`src/rtl/hyper_trans_merge_if.sv`:
```
//----------------------------------------------------------------------------
// Module   : hyper_trans_merge_if
// Purpose  : start / sub-completion / merged-completion bundle for the merger
// Revision : 1.0 - initial release
//----------------------------------------------------------------------------
`default_nettype none

interface hyper_trans_merge_if #(
  parameter int TRANS_SIZE = 16,
  parameter int ID_WIDTH   = 1
);
  logic                  start_valid_i;
  logic                  start_ready_o;
  logic [TRANS_SIZE-1:0] start_size_i;
  logic [ID_WIDTH:0]     start_trans_id_i;
  logic                  start_rw_i;

  logic                  sub_done_i;
  logic [TRANS_SIZE-1:0] sub_size_i;
  logic                  sub_error_i;

  logic                  done_valid_o;
  logic                  done_ready_i;
  logic [ID_WIDTH:0]     done_trans_id_o;
  logic                  done_rw_o;
  logic [TRANS_SIZE-1:0] done_size_o;
  logic                  done_error_o;

  logic                  busy_o;
  logic                  overrun_o;

  // slave: the merger itself; master: whoever drives starts/pulses and consumes results
  modport slave (
    input  start_valid_i, start_size_i, start_trans_id_i, start_rw_i,
    input  sub_done_i, sub_size_i, sub_error_i, done_ready_i,
    output start_ready_o, done_valid_o, done_trans_id_o, done_rw_o,
    output done_size_o, done_error_o, busy_o, overrun_o
  );

  modport master (
    output start_valid_i, start_size_i, start_trans_id_i, start_rw_i,
    output sub_done_i, sub_size_i, sub_error_i, done_ready_i,
    input  start_ready_o, done_valid_o, done_trans_id_o, done_rw_o,
    input  done_size_o, done_error_o, busy_o, overrun_o
  );
endinterface

`default_nettype wire

```
`src/rtl/hyper_trans_merge.sv`:
```
//----------------------------------------------------------------------------
// Module   : hyper_trans_merge
// Purpose  : merges per-chunk HyperBus completions into one uDMA completion
// Revision : 1.0 - initial release
//----------------------------------------------------------------------------
`default_nettype none

module hyper_trans_merge #(
  parameter int TRANS_SIZE     = 16,
  parameter int ID_WIDTH       = 1,
  parameter int TIMEOUT_CYCLES = 1024
) (
  input  wire logic            clk_i,
  input  wire logic            rst_i,
  hyper_trans_merge_if.slave   bus
);

  localparam int                c_wd_w     = (TIMEOUT_CYCLES > 0) ? $clog2(TIMEOUT_CYCLES + 1) : 1;
  localparam logic [c_wd_w-1:0] c_wd_limit = c_wd_w'(TIMEOUT_CYCLES);
  localparam logic [ID_WIDTH:0] c_no_trans = (ID_WIDTH + 1)'(1) << ID_WIDTH;

  typedef enum logic [1:0] {
    ST_IDLE   = 2'd0,
    ST_ACTIVE = 2'd1,
    ST_REPORT = 2'd2
  } state_t;

  state_t                r_state;
  logic [TRANS_SIZE-1:0] r_rem;
  logic [TRANS_SIZE-1:0] r_acc;
  logic [ID_WIDTH:0]     r_id;
  logic                  r_rw;
  logic                  r_err;
  logic [c_wd_w-1:0]     r_wdog;

  logic [ID_WIDTH:0]     r_done_id;
  logic                  r_done_rw;
  logic [TRANS_SIZE-1:0] r_done_size;
  logic                  r_done_err;
  logic                  r_overrun;

  logic                  w_over;
  logic                  w_hit;
  logic [TRANS_SIZE-1:0] w_take;
  logic [c_wd_w-1:0]     w_wd_next;
  logic                  w_wd_expire;

  // Oversized chunks only contribute what was still outstanding, so acc saturates at the total
  assign w_over      = bus.sub_size_i > r_rem;
  assign w_hit       = bus.sub_size_i >= r_rem;
  assign w_take      = w_over ? r_rem : bus.sub_size_i;
  assign w_wd_next   = r_wdog + c_wd_w'(1);
  assign w_wd_expire = (TIMEOUT_CYCLES != 0) && (w_wd_next == c_wd_limit);

  always_ff @(posedge clk_i or posedge rst_i) begin
    if (rst_i) begin
      r_state     <= ST_IDLE;
      r_rem       <= '0;
      r_acc       <= '0;
      r_id        <= c_no_trans;
      r_rw        <= 1'b0;
      r_err       <= 1'b0;
      r_wdog      <= '0;
      r_done_id   <= c_no_trans;
      r_done_rw   <= 1'b0;
      r_done_size <= '0;
      r_done_err  <= 1'b0;
      r_overrun   <= 1'b0;
    end else begin
      // Any pulse outside ACTIVE is stray; inside ACTIVE only an oversized one is
      r_overrun <= bus.sub_done_i && ((r_state != ST_ACTIVE) || w_over);

      case (r_state)
        ST_IDLE: begin
          if (bus.start_valid_i) begin
            r_rem  <= bus.start_size_i;
            r_acc  <= '0;
            r_id   <= bus.start_trans_id_i;
            r_rw   <= bus.start_rw_i;
            r_err  <= 1'b0;
            r_wdog <= '0;
            if (bus.start_size_i == '0) begin
              r_state     <= ST_REPORT;
              r_done_id   <= bus.start_trans_id_i;
              r_done_rw   <= bus.start_rw_i;
              r_done_size <= '0;
              r_done_err  <= 1'b0;
            end else begin
              r_state <= ST_ACTIVE;
            end
          end
        end

        ST_ACTIVE: begin
          if (bus.sub_done_i) begin
            r_wdog <= '0;
            if (w_hit) begin
              r_state     <= ST_REPORT;
              r_rem       <= '0;
              r_acc       <= r_acc + w_take;
              r_err       <= r_err | bus.sub_error_i | w_over;
              r_done_id   <= r_id;
              r_done_rw   <= r_rw;
              r_done_size <= r_acc + w_take;
              r_done_err  <= r_err | bus.sub_error_i | w_over;
            end else begin
              r_rem <= r_rem - bus.sub_size_i;
              r_acc <= r_acc + bus.sub_size_i;
              r_err <= r_err | bus.sub_error_i;
            end
          end else if (w_wd_expire) begin
            r_state     <= ST_REPORT;
            r_err       <= 1'b1;
            r_done_id   <= r_id;
            r_done_rw   <= r_rw;
            r_done_size <= r_acc;
            r_done_err  <= 1'b1;
          end else begin
            r_wdog <= w_wd_next;
          end
        end

        ST_REPORT: begin
          if (bus.done_ready_i) begin
            r_state   <= ST_IDLE;
            r_done_id <= c_no_trans;
          end else if (bus.sub_done_i) begin
            r_done_err <= 1'b1;
          end
        end

        default: r_state <= ST_IDLE;
      endcase
    end
  end

  assign bus.start_ready_o   = (r_state == ST_IDLE);
  assign bus.busy_o          = (r_state != ST_IDLE);
  assign bus.done_valid_o    = (r_state == ST_REPORT);
  assign bus.done_trans_id_o = r_done_id;
  assign bus.done_rw_o       = r_done_rw;
  assign bus.done_size_o     = r_done_size;
  assign bus.done_error_o    = r_done_err;
  assign bus.overrun_o       = r_overrun;

endmodule

`default_nettype wire

```
`src/flat_wrapper.sv`:
```
// flat-port wrapper written by rule: the top's interface ports become plain ports
module hyper_trans_merge_flat 
#(
  parameter int TRANS_SIZE     = 16,
  parameter int ID_WIDTH       = 1,
  parameter int TIMEOUT_CYCLES = 1024
)
  (clk_i, rst_i, bus_start_valid_i, bus_start_size_i, bus_start_trans_id_i, bus_start_rw_i, bus_sub_done_i, bus_sub_size_i, bus_sub_error_i, bus_done_ready_i, bus_start_ready_o, bus_done_valid_o, bus_done_trans_id_o, bus_done_rw_o, bus_done_size_o, bus_done_error_o, bus_busy_o, bus_overrun_o);
  hyper_trans_merge_if #(.TRANS_SIZE(TRANS_SIZE), .ID_WIDTH(ID_WIDTH)) bus_i ();
  input  wire logic clk_i;
  input  wire logic rst_i;
  input wire logic [$bits(bus_i.start_valid_i)-1:0] bus_start_valid_i;
  input wire logic [$bits(bus_i.start_size_i)-1:0] bus_start_size_i;
  input wire logic [$bits(bus_i.start_trans_id_i)-1:0] bus_start_trans_id_i;
  input wire logic [$bits(bus_i.start_rw_i)-1:0] bus_start_rw_i;
  input wire logic [$bits(bus_i.sub_done_i)-1:0] bus_sub_done_i;
  input wire logic [$bits(bus_i.sub_size_i)-1:0] bus_sub_size_i;
  input wire logic [$bits(bus_i.sub_error_i)-1:0] bus_sub_error_i;
  input wire logic [$bits(bus_i.done_ready_i)-1:0] bus_done_ready_i;
  output wire logic [$bits(bus_i.start_ready_o)-1:0] bus_start_ready_o;
  output wire logic [$bits(bus_i.done_valid_o)-1:0] bus_done_valid_o;
  output wire logic [$bits(bus_i.done_trans_id_o)-1:0] bus_done_trans_id_o;
  output wire logic [$bits(bus_i.done_rw_o)-1:0] bus_done_rw_o;
  output wire logic [$bits(bus_i.done_size_o)-1:0] bus_done_size_o;
  output wire logic [$bits(bus_i.done_error_o)-1:0] bus_done_error_o;
  output wire logic [$bits(bus_i.busy_o)-1:0] bus_busy_o;
  output wire logic [$bits(bus_i.overrun_o)-1:0] bus_overrun_o;
  assign bus_i.start_valid_i = bus_start_valid_i;
  assign bus_i.start_size_i = bus_start_size_i;
  assign bus_i.start_trans_id_i = bus_start_trans_id_i;
  assign bus_i.start_rw_i = bus_start_rw_i;
  assign bus_i.sub_done_i = bus_sub_done_i;
  assign bus_i.sub_size_i = bus_sub_size_i;
  assign bus_i.sub_error_i = bus_sub_error_i;
  assign bus_i.done_ready_i = bus_done_ready_i;
  assign bus_start_ready_o = bus_i.start_ready_o;
  assign bus_done_valid_o = bus_i.done_valid_o;
  assign bus_done_trans_id_o = bus_i.done_trans_id_o;
  assign bus_done_rw_o = bus_i.done_rw_o;
  assign bus_done_size_o = bus_i.done_size_o;
  assign bus_done_error_o = bus_i.done_error_o;
  assign bus_busy_o = bus_i.busy_o;
  assign bus_overrun_o = bus_i.overrun_o;
  hyper_trans_merge #(.TRANS_SIZE(TRANS_SIZE), .ID_WIDTH(ID_WIDTH), .TIMEOUT_CYCLES(TIMEOUT_CYCLES)) u_core (.clk_i(clk_i), .rst_i(rst_i), .bus(bus_i));
endmodule
```
`config.mk`:
```
export PLATFORM = sky130hd
export DESIGN_NAME = hyper_trans_merge_flat
export DESIGN_NICKNAME = d
export VERILOG_FILES = /design/src/rtl/hyper_trans_merge_if.sv /design/src/rtl/hyper_trans_merge.sv /design/src/flat_wrapper.sv
export SDC_FILE = /design/constraint.sdc
export NUM_CORES = 1
export LEC_CHECK = 0
export ABC_AREA = 1
export CAP_MARGIN = 20
export CELL_PAD_IN_SITES_DETAIL_PLACEMENT = 0
export CELL_PAD_IN_SITES_GLOBAL_PLACEMENT = 1
export CORE_AREA = 2 2 160 99
export CTS_CLUSTER_SIZE = 40
export DETAILED_ROUTE_END_ITERATION = 8
export DIE_AREA = 0 0 162 101
export MAX_ROUTING_LAYER = met4
export PLACE_DENSITY = 0.94
export SLEW_MARGIN = 15
export SYNTH_ARGS = -nofsm -noshare
export SYNTH_HDL_FRONTEND = slang
export SYNTH_SLANG_ARGS = --single-unit
export TNS_END_PERCENT = 1
```
`constraint.sdc`:
```
create_clock -name clk_i -period 7.7 [get_ports clk_i]
set_input_delay 1.54 -clock clk_i [delete_from_list [all_inputs] [get_ports clk_i]]
set_output_delay 1.54 -clock clk_i [all_outputs]
set_load 0.01 [all_outputs]
```
==> results_dict.tcl <==
set metrics [dict create \
    stdcell_area_mm2 0.007412 \
    grtUsageMet1_pct 38.06 \
    h-tree-depth 3 \
    worstPathBufferInverterCount 4 \
    rsz0062_at_grt "false" \
    grt-ovfl-total 0 \
    diodes 0 \
    antenna_found_initial 0 \
    grt.total_usage_pct 25.61 \
    cp_cell_sequence "clkdlybuf4s50_1, ha_1, inv_1, fa_1, nand2_1, nand2_1, nand3_1, nand2_2, nand2_2, nand2_4, o21ai_0, ha_1, inv_1, fa_1, inv_1, nand2_1, o21ai_0, nand4_1, nand3_1, xor2_1, nand2_1, nand3_1, o21ai_0" \
    fp.dieH_um 101 \
    grt_pass1_wl_mm 31.88 \
    port_buffers 64 \
    cts_tree "yes" \
    cp-startpoint "bus_sub_size_i[0]" \
    p_switching_uw 1671 \
    worstRegToRegCells 23 \
    cts_hold_buffers 0 \
    clkSinkCount 70 \
    use_met3_pct 4.731 \
    seq_power_share_pct 19.0 \
    cp_max_fo 37 \
    clkTransAtPathRegs_ns 0.06 \
    drt-wirelength-per-cell_um 15.93 \
    drive_above_1_share_pct 5.098 \
    synth_nets 1053 \
    grt_max_degree 71 \
    synth.most_common_cell "nand2_1" \
    rrSetupSlack_ns 3.37 \
    syn_inst 956 \
    hold_path_class "flip-flop to flip-flop" \
    ys_seq_area_share_pct 27.89 \
    remaining_drc_errors 0 \
    fp-row-count 35 \
    worstSetupPathType "input pin to flip-flop" \
    core_area_mm2 0.01498 \
    combPwrFrac_pct 66.9 \
    drtAntennaViolNets 0 \
    worstMarginPinSlew_ns 1.058 \
    path_delay_family "adder cells" \
    cts_setup_buffers 0 \
    synth_common_cells "nand2_1 (280), inv_1 (129), o21ai_0 (78)" \
    ys_types 42 \
    clk_path_buf_depth 2 \
    die_area_mm2 0.01636 \
    max_slew_margin_pct 29.19 \
    synth_seq_cells 70 \
    p_clk_share_pct 14.2 \
    worst_setup_path_end_kind "flip-flop" \
    finalCritPeriodShare_pct 72.74 \
    final-hold-violation-count 0 \
    start_util_pct 42.00 \
    path_depth 23 \
    setup_viol 0 \
    cts-root-buf "clkbuf_16" \
    nets 1112 \
    synth_edf_count 0 \
    synth_top_area_share_pct 27.05 \
    yosys.area.top_type "dfrtp_1" \
    power_uw 3141 \
    chipWidth_um 162 \
    worstPathRequired_ns 7.92 \
    power_density_mw_per_mm2 423.7 \
    place_area_mm2 0.007107 \
    ir_worst_vdd_uv 197.6 \
    viasPerCell 5.325 \
    synth_area_leaders "dfrtp_1 (27%), nand2_1 (17%), ha_1 (11%)" \
    num_io_pins 65 \
    reg2reg_from "u_core.r_rem[0]" \
    drt_iter0_drc 678 \
    busiest_layer "met1" \
    numCtsBuffers 9 \
    endpoint "u_core.r_acc[12]" \
    r2r-end "u_core.r_acc[12]" \
    p_sw_share_pct 53.20 \
    max_stage_delay_ns 0.52 \
    placedCellCount 1207 \
    vias 6512 \
    slew_viol_final 0 \
    fin_tns_setup_ns 0 \
    cp_common_cell "nand2_1" \
    use_met2_pct 35.78 \
    place_congestion 0.9756 \
    yosys_warnings 0 \
    leakage_uw 0.003760 \
    cts_resized 0 \
    setup.worst_path.start_class "input pin" \
    status "finished clean" \
    async_flop_share_pct 100.0 \
    drt_pass1_iterations 5 \
    finClkSkew_ns 0.009621 \
    syn_to_final_growth_pct 17.84 \
    routed_wl_mm 19.48 \
    worst_path_max_delay_cell "clkdlybuf4s50_1" \
    synth_top_flop_cell "dfrtp_1" \
    arrival_ns 5.82 \
    synth_area_mm2 0.006290 \
    clk_latency_ns 0.35 \
    p_int_uw 1470 \
    maxCapViolCount 0 \
    hpwl_mm 15.06 \
    stdcell_count 1223 \
    grt_pass1_vias 6152 \
    max_freq_ghz 0.1785 \
    avgSynthCellArea_um2 6.579 \
    period_minus_slack_ns 5.601 \
]
-- per-stage QoR --
step	hold WS, ns	setup slack [ns]	utilization [%]
2_1_floorplan	0.4527	2.958	-
3_3_place_gp	0.4638	1.978	47.45
3_5_place_dp	0.4660	1.844	47.45
4_1_cts	0.4787	2.191	49.49
5_1_grt	0.4947	1.662	49.49
6_report	0.4757	2.099	49.49
-- layout make-up --
| class | count | area, µm² |
|---|---|---|
| fillers | 1547 | 7565 |
| multi-input cells | 729 | 3918 |
| flip-flops and latches | 70 | 1754 |
| repair buffers | 67 | 663.1 |
| inverters | 138 | 518.0 |
| well taps | 203 | 254.0 |
| clock buffers | 9 | 225.2 |
| clock inverters | 7 | 80.08 |
-- registers in the layout, summed over array words and instances, names as in the netlist, 2 cells and up --
name                        flops
u_core.bus.done_size_o         16
u_core.r_acc                   16
u_core.bus.done_trans_id_o      2
u_core.r_wdog                  11
u_core.r_state                  2
u_core.r_id                     2
u_core.r_rem                   16
-- worst min-delay path, stage by stage (launching register included) --
cell and delay, ns:
dfstp_2 0.37, nand2_1 0.05, o21ai_1 0.05
-- layer usage --
metal	share of wire, %	vias to the layer above	wire [µm]
met4	1.2	0	229
met2	38	257	7452
met3	8.0	20	1549
met1	53	2984	10250
li1	-	3251	-
met5	0	-	0
-- how the worst min path moves through the flow --
stage | slack (ns) | cells past startpoint | end | startpoint
global route | 0.49 | 2 | u_core.bus.done_trans_id_o[1] | u_core.bus.done_trans_id_o[1]
detailed placement | 0.47 | 2 | u_core.bus.done_size_o[2] | u_core.bus.done_size_o[2]
CTS | 0.48 | 2 | u_core.bus.done_trans_id_o[1] | u_core.bus.done_trans_id_o[1]
floorplan | 0.45 | 2 | u_core.r_id[0] | u_core.r_id[0]
global placement | 0.46 | 2 | u_core.bus.done_size_o[2] | u_core.bus.done_size_o[2]
finish | 0.48 | 2 | u_core.bus.done_trans_id_o[1] | u_core.bus.done_trans_id_o[1]
-- cell usage in the layout (no fill, tap or decap), types with 2 or more instances in the layout --
master / instances
a21boi_0: 3
a21o_1: 4
a21oi_1: 71
a21oi_2: 2
a22oi_1: 10
a31oi_1: 4
buf_4: 3
clkbuf_16: 9
clkdlybuf4s50_1: 64
clkinvlp_4: 2
dfrtp_1: 68
dfstp_2: 2
fa_1: 3
ha_1: 53
inv_1: 128
inv_2: 10
inv_6: 3
nand2_1: 280
nand2_2: 6
nand3_1: 70
nand3_2: 3
nand3b_1: 2
nand4_1: 4
nor2_1: 60
nor2_2: 5
nor3_1: 10
nor4_1: 2
o211ai_1: 5
o21a_1: 2
o21ai_0: 78
o21ai_1: 4
o21bai_1: 9
o22ai_1: 14
or2_2: 2
xnor2_1: 7
xor2_1: 10
-- power by group through the flow --
stage	Combinational, µW	Sequential [µW]	Clock (µW)
floorplan	1490	596	0
global placement	2040	597	0
detailed placement	2050	601	0
CTS	2070	595	451
global route	2360	612	466
finish	2100	596	445
-- cell families (layout without fill, tap and decap cells) --
logic type      Yosys count  after routing  share of synthesized area (%)
flops                    70             70                          27.89
fa+ha+maj                56             56                          11.50
buf+inv                 157            221                          9.827
simple gates            448            448                          29.98
compound gates          208            208                          18.44
xor+xnor                 17             17                          2.367
Note: power is estimated with default switching activity, not from simulation.
